[config.mk]
export PLATFORM = sky130hd
export DESIGN_NAME = adpll_lock_detector
export DESIGN_NICKNAME = d
export VERILOG_FILES = /design/src/rtl/adpll_lock_detector.sv
export SDC_FILE = /design/constraint.sdc
export NUM_CORES = 1
export LEC_CHECK = 0
export BUFFER_PORTS_ARGS = -buffer_cell sky130_fd_sc_hd__buf_2
export CAP_MARGIN = 15
export CORE_ASPECT_RATIO = 0.75
export CORE_MARGIN = 4
export CORE_UTILIZATION = 45
export DETAILED_ROUTE_END_ITERATION = 16
export PLACE_DENSITY = 0.69
export SYNTH_ARGS = -nofsm -noshare
export SYNTH_HDL_FRONTEND = slang
export SYNTH_SLANG_ARGS = --single-unit
export TNS_END_PERCENT = 50
[constraint.sdc]
create_clock -name fpga_clk_i -period 2 [get_ports fpga_clk_i]
set_input_delay 0.4 -clock fpga_clk_i [delete_from_list [all_inputs] [get_ports fpga_clk_i]]
set_output_delay 0.4 -clock fpga_clk_i [all_outputs]
set_load 0.05 [all_outputs]
[src/rtl/adpll_lock_detector.sv]
// ADPLL lock-quality monitor: windowed phase-error qualifier with hysteresis.
// Optional sticky loss flag: define ADPLL_LOCK_LOSS_FLAG_EN.
module adpll_lock_detector #(
    parameter int PDET_WIDTH    = 8,
    parameter int LOCK_COUNT    = 16,
    parameter int UNLOCK_COUNT  = 4,
    parameter int TIMEOUT_WIDTH = 12
) (
    input  logic                         fpga_clk_i,
    input  logic                         reset_i,
    input  logic                         enable_i,
    input  logic                         ref_i,
    input  logic signed [PDET_WIDTH-1:0] error_i,
    input  logic        [PDET_WIDTH-2:0] threshold_i,
    input  logic                         loss_clr_i,
    output logic                         lock_o,
    output logic        [1:0]            state_o,
    output logic        [PDET_WIDTH-2:0] abs_err_o,
    output logic                         sample_o,
    output logic                         loss_o
);

    localparam int HW = $clog2(LOCK_COUNT + 1);
    localparam int MW = $clog2(UNLOCK_COUNT + 1);
    localparam logic [HW-1:0] HIT_LAST = HW'(LOCK_COUNT - 1);
    localparam logic [MW-1:0] MISS_LAST = MW'(UNLOCK_COUNT - 1);
    localparam logic [TIMEOUT_WIDTH-1:0] T_MAX = '1;

    typedef enum logic [1:0] {
        S_IDLE     = 2'd0,
        S_ACQUIRE  = 2'd1,
        S_LOCKED   = 2'd2,
        S_HOLDOVER = 2'd3
    } state_e;

    state_e                   state_q, state_d;
    logic [HW-1:0]            hit_q, hit_d;
    logic [MW-1:0]            miss_q, miss_d;
    logic [TIMEOUT_WIDTH-1:0] timer_q, timer_d;
    logic [PDET_WIDTH-2:0]    abs_q;
    logic                     sync1_q, sync2_q, dly_q;
    logic                     strobe;
    logic [PDET_WIDTH-1:0]    neg_w;
    logic [PDET_WIDTH-2:0]    abs_w;
    logic                     in_win;
    logic                     drop;
    logic                     loss_set;

    // Reference synchroniser plus edge-detect delay flop
    always_ff @(posedge fpga_clk_i or negedge reset_i) begin
        if (!reset_i) begin
            sync1_q <= 1'b0;
            sync2_q <= 1'b0;
            dly_q   <= 1'b0;
        end else begin
            sync1_q <= ref_i;
            sync2_q <= sync1_q;
            dly_q   <= sync2_q;
        end
    end

    assign strobe = sync2_q & ~dly_q;

    // Saturating magnitude; only the most negative code stays negative after negation
    always_comb begin
        neg_w = ~error_i + 1'b1;
        abs_w = error_i[PDET_WIDTH-2:0];
        if (error_i[PDET_WIDTH-1]) begin
            if (neg_w[PDET_WIDTH-1]) abs_w = '1;
            else                     abs_w = neg_w[PDET_WIDTH-2:0];
        end
        in_win = (abs_w <= threshold_i);
    end

    // Next state, counters and watchdog; disable overrides everything
    always_comb begin
        state_d  = state_q;
        hit_d    = hit_q;
        miss_d   = miss_q;
        drop     = 1'b0;
        loss_set = 1'b0;
        timer_d  = (timer_q == T_MAX) ? timer_q : timer_q + 1'b1;
        if (strobe) timer_d = '0;
        if (!enable_i) begin
            state_d = S_IDLE;
            hit_d   = '0;
            miss_d  = '0;
            timer_d = '0;
        end else begin
            case (state_q)
                S_IDLE: begin
                    state_d = S_ACQUIRE;
                    hit_d   = '0;
                    miss_d  = '0;
                    timer_d = '0;
                end
                S_ACQUIRE: begin
                    timer_d = '0;
                    if (strobe) begin
                        if (!in_win) begin
                            hit_d = '0;
                        end else if (hit_q == HIT_LAST) begin
                            state_d = S_LOCKED;
                            hit_d   = '0;
                        end else begin
                            hit_d = hit_q + 1'b1;
                        end
                    end
                end
                S_LOCKED: begin
                    if (strobe) begin
                        if (!in_win) begin
                            if (UNLOCK_COUNT == 1) begin
                                drop = 1'b1;
                            end else begin
                                state_d = S_HOLDOVER;
                                miss_d  = MW'(1);
                            end
                        end
                    end else if (timer_q == T_MAX) begin
                        drop = 1'b1;
                    end
                end
                S_HOLDOVER: begin
                    if (strobe) begin
                        if (in_win) begin
                            state_d = S_LOCKED;
                            miss_d  = '0;
                        end else if (miss_q == MISS_LAST) begin
                            drop = 1'b1;
                        end else begin
                            miss_d = miss_q + 1'b1;
                        end
                    end else if (timer_q == T_MAX) begin
                        drop = 1'b1;
                    end
                end
                default: state_d = S_IDLE;
            endcase
            if (drop) begin
                state_d  = S_ACQUIRE;
                hit_d    = '0;
                miss_d   = '0;
                timer_d  = '0;
                loss_set = 1'b1;
            end
        end
    end

    // State, counter, timer and captured-magnitude registers
    always_ff @(posedge fpga_clk_i or negedge reset_i) begin
        if (!reset_i) begin
            state_q <= S_IDLE;
            hit_q   <= '0;
            miss_q  <= '0;
            timer_q <= '0;
            abs_q   <= '0;
        end else begin
            state_q <= state_d;
            hit_q   <= hit_d;
            miss_q  <= miss_d;
            timer_q <= timer_d;
            if (strobe && enable_i) abs_q <= abs_w;
        end
    end

`ifdef ADPLL_LOCK_LOSS_FLAG_EN
    logic loss_q;

    // Sticky loss flag; a new loss event beats a simultaneous clear
    always_ff @(posedge fpga_clk_i or negedge reset_i) begin
        if (!reset_i)        loss_q <= 1'b0;
        else if (loss_set)   loss_q <= 1'b1;
        else if (loss_clr_i) loss_q <= 1'b0;
    end

    assign loss_o = loss_q;
`else
    logic unused_loss;
    assign unused_loss = loss_clr_i ^ loss_set;
    assign loss_o      = 1'b0;
`endif

    assign lock_o    = (state_q == S_LOCKED) || (state_q == S_HOLDOVER);
    assign state_o   = state_q;
    assign abs_err_o = abs_q;
    assign sample_o  = strobe;

endmodule

==> run summary <==
outcome = finished with violations
violated checks = negative setup slack
Slew Limit Fails = 0
register area share after synthesis = 41.5%
Yosys top cell area share = 41.5%
clock buffer count from CTS = 5
Crit Path Class = primary input to flop
Worst Path Required = 2180 ps
Worst R2R Start = timer_q[1]
cell mode on critical path = buf_4
placed inst area = 2400 µm²
end of the worst register-to-register path = miss_q[0]
CP Cell Sequence = buf_2 > nor4_4 > a21boi_1 > o22a_1 > ha_1 > a21o_1 > a21oi_2 > nand3_2 > nand2_4 > buf_4 > buf_4 > o22ai_1 > and2_1
port buffer count = 29
reg2reg path depth = 8
remaining global-route overflow = 0
#FFs+latches synth = 32
clk sinks = 32
Gate Count Post-Synth = 199
CTS tree = yes
final hold vios = 0
CP endpoint kind = flop
Post-Route Utilization = 65.2%
Final GP Congestion = 0.779
Starting DRT DRC Count = 79
DRT Pass-1 Iters = 4
Worst setup endpoint = state_o[0]
cts hold-fix bufs = 0
Cell variety after synth = 47
Lkg Pwr = 1.25 nW
worst hold slack = 155 ps
Post-Syn Nets = 231
post-route worst setup slack = -542 ps
worst setup path startpoint = error_i[3]
cell area after synthesis = 1930 µm²
CP Max Fanout = 6
Synthesis Warnings = 0
Worst Max-Slew Pin Slew = 690 ps
routed vias/inst = 5.12
Arrival @ worst endpoint = 2720 ps
worst vdd ir = 0.526 mV
design area = 2680 µm²
total power = 1.80 mW
fillcell total = 338
setup violators final = 10
Max Cap Viol = 0
Post-synth EDFFs = 0
boundary pin count = 32
slowest CP cell = ha_1
RSZ-0062 raised after global routing = true
Core Box Area = 4100 µm²
initial antenna violation count = 0
Reg2Reg Setup Slack = 40 ps
fin crit share = 127%
Levels on crit path = 13
critical path's top delay family = compound AO/OA/AOI/OAI gates
syn_area_per_cell = 9.70 µm²
Clock transition at path regs = 70 ps
vias = 1637
worst stage delay on the critical path = 340 ps
total global routing track utilization = 16.8%
CTS root buf = clkbuf_8
Routed WL = 4180 µm
Die Width = 83.6 µm
Final nets = 296
Sequential Area = 801 µm²
relative slew slack = 54.0%
first-pass GRT wire length = 7370 µm
initial core utilization = 47.0%
CTS max path bufs = 2
Routed WL per cell = 13.1 µm
Worst setup SP type = primary input
footprint of the multi-input gates = 1200 µm²
vias in the first global route = 1642
drt drc = 0
fmax = 0.393 GHz
asr flop ratio synth = 100%
H-tree levels = 2
post-synth top area cell = dfrtp_1
largest net degree at the start of global routing = 33
Skew-Pair Late Insertion Delay = 280 ps
Post-synth top cells = dfrtp_1, nand2_1, nor2_1, inv_1, ha_1
cell with the most instances after synthesis = dfrtp_1
Worst Path Buf+Inv = 3
Final Critical Period = 2540 ps
Worst Hold Class = primary input to asynchronous set/reset pin
layout cells sized above 1 = 42.3%
ys flop type = dfrtp_1
dominant cells by area after synthesis = dfrtp_1, ha_1, mux2_2, nand2_1, nor2_1
HPWL Detailed = 3100 µm
Setup Skew = 6.64 ps
die height = 64.7 µm
Area Growth Syn to Fin = 38.6%
total die area = 5410 µm²
standard-cell rows = 20
Routed Antenna Nets = 0
ANT cells = 0
Power Density = 671 nW/µm²
==> repair_timing <==
action | 4_1_cts | 5_1_grt
setup buffers | 4 | 0
cloned | 0 | 0
pin swaps | 14 | 8
hold endpoints to repair | 0 | 0
endpoints found under the setup margin | 10 | 10
gates resized for setup | 27 | 6
==> worst register-to-register path, stage by stage (launching register included) <==
cell and delay, ps:
dfrtp_1 370, ha_1 180, and3_4 210, nand3_4 100, nor3_1 210, nor2_1 90, buf_4 160, a31oi_4 210
mux2_4 320
==> through the flow <==
| stage | worst slack (ps) | TNS, ps | instances |
|---|---|---|---|
| 2_1_floorplan | -563 | -4460 | 199 |
| 3_3_place_gp | -861 | -7710 | 308 |
| 3_5_place_dp | -898 | -8530 | 308 |
| 4_1_cts | -507 | -4160 | 320 |
| 5_1_grt | -664 | -5780 | 320 |
| 6_report | -542 | -4750 | 320 |
==> layout by cell type, fill, tap and decap left out, drive strengths merged, types with 2 or more instances in the layout <==
cell and n:
o21ai 9, nor2b 3, a31oi 2, xor2 6, nor4 3, a21oi 8
nand2 22, or3 2, nor3 4, clkinv 2, xnor2 7, and2 2
inv 14, and3 7, nor2 22, buf 62, mux2 10, dfrtp 32
o211ai 2, ha 12, clkbuf 5, nand3 9, o22ai 3, a21boi 2
==> registers in the layout (all words and copies together), names as in the netlist <==
| name | count |
|---|---|
| state_o | 2 |
| sync2_q | 1 |
| sync1_q | 1 |
| abs_err_o | 7 |
| miss_q | 3 |
| dly_q | 1 |
| timer_q | 12 |
| hit_q | 5 |
==> logic make-up after synthesis <==
kind of cell,share of synthesized area [%]
fa+ha+maj,7.78
other cells,0.194
simple gates,22.4
xor+xnor,5.90
buf+inv,3.95
compound gates,11.5
flops,41.5
mux,6.74
==> metal layers <==
metal / share of wire (%) / global-route usage (%) / wire length (µm)
met3: 5.9 / 5.72 / 246
met4: 0.48 / 3.01 / 20
met1: 48 / 23.6 / 2010
met5: 0 / 0 / 0
met2: 46 / 25.4 / 1900
==> power breakdown <==
group / internal (mW) / switching, mW
clock network: 0.368 / 0.240
registers: 0.686 / 0.0187
logic: 0.187 / 0.295
==> layout make-up <==
cell class,instances,share of cell area (%)
Sequential cell,32,29.9
Tap cell,55,2.57
Timing Repair Buffer,62,15.7
Clock inverter,3,1.59
Inverter,15,2.85
Clock buffer,5,2.57
Multi-Input combinational cell,148,44.8
==> worst min-delay path by stage <==
| stage | cells after the start | to |
|---|---|---|
| 2_1_floorplan | 0 | abs_err_o[0] |
| 4_1_cts | 1 | timer_q[9] |
| 3_5_place_dp | 0 | sync2_q |
| 6_report | 1 | timer_q[9] |
| 3_3_place_gp | 0 | sync2_q |
| 5_1_grt | 1 | sync1_q |
(Power assumes the default switching activity.)
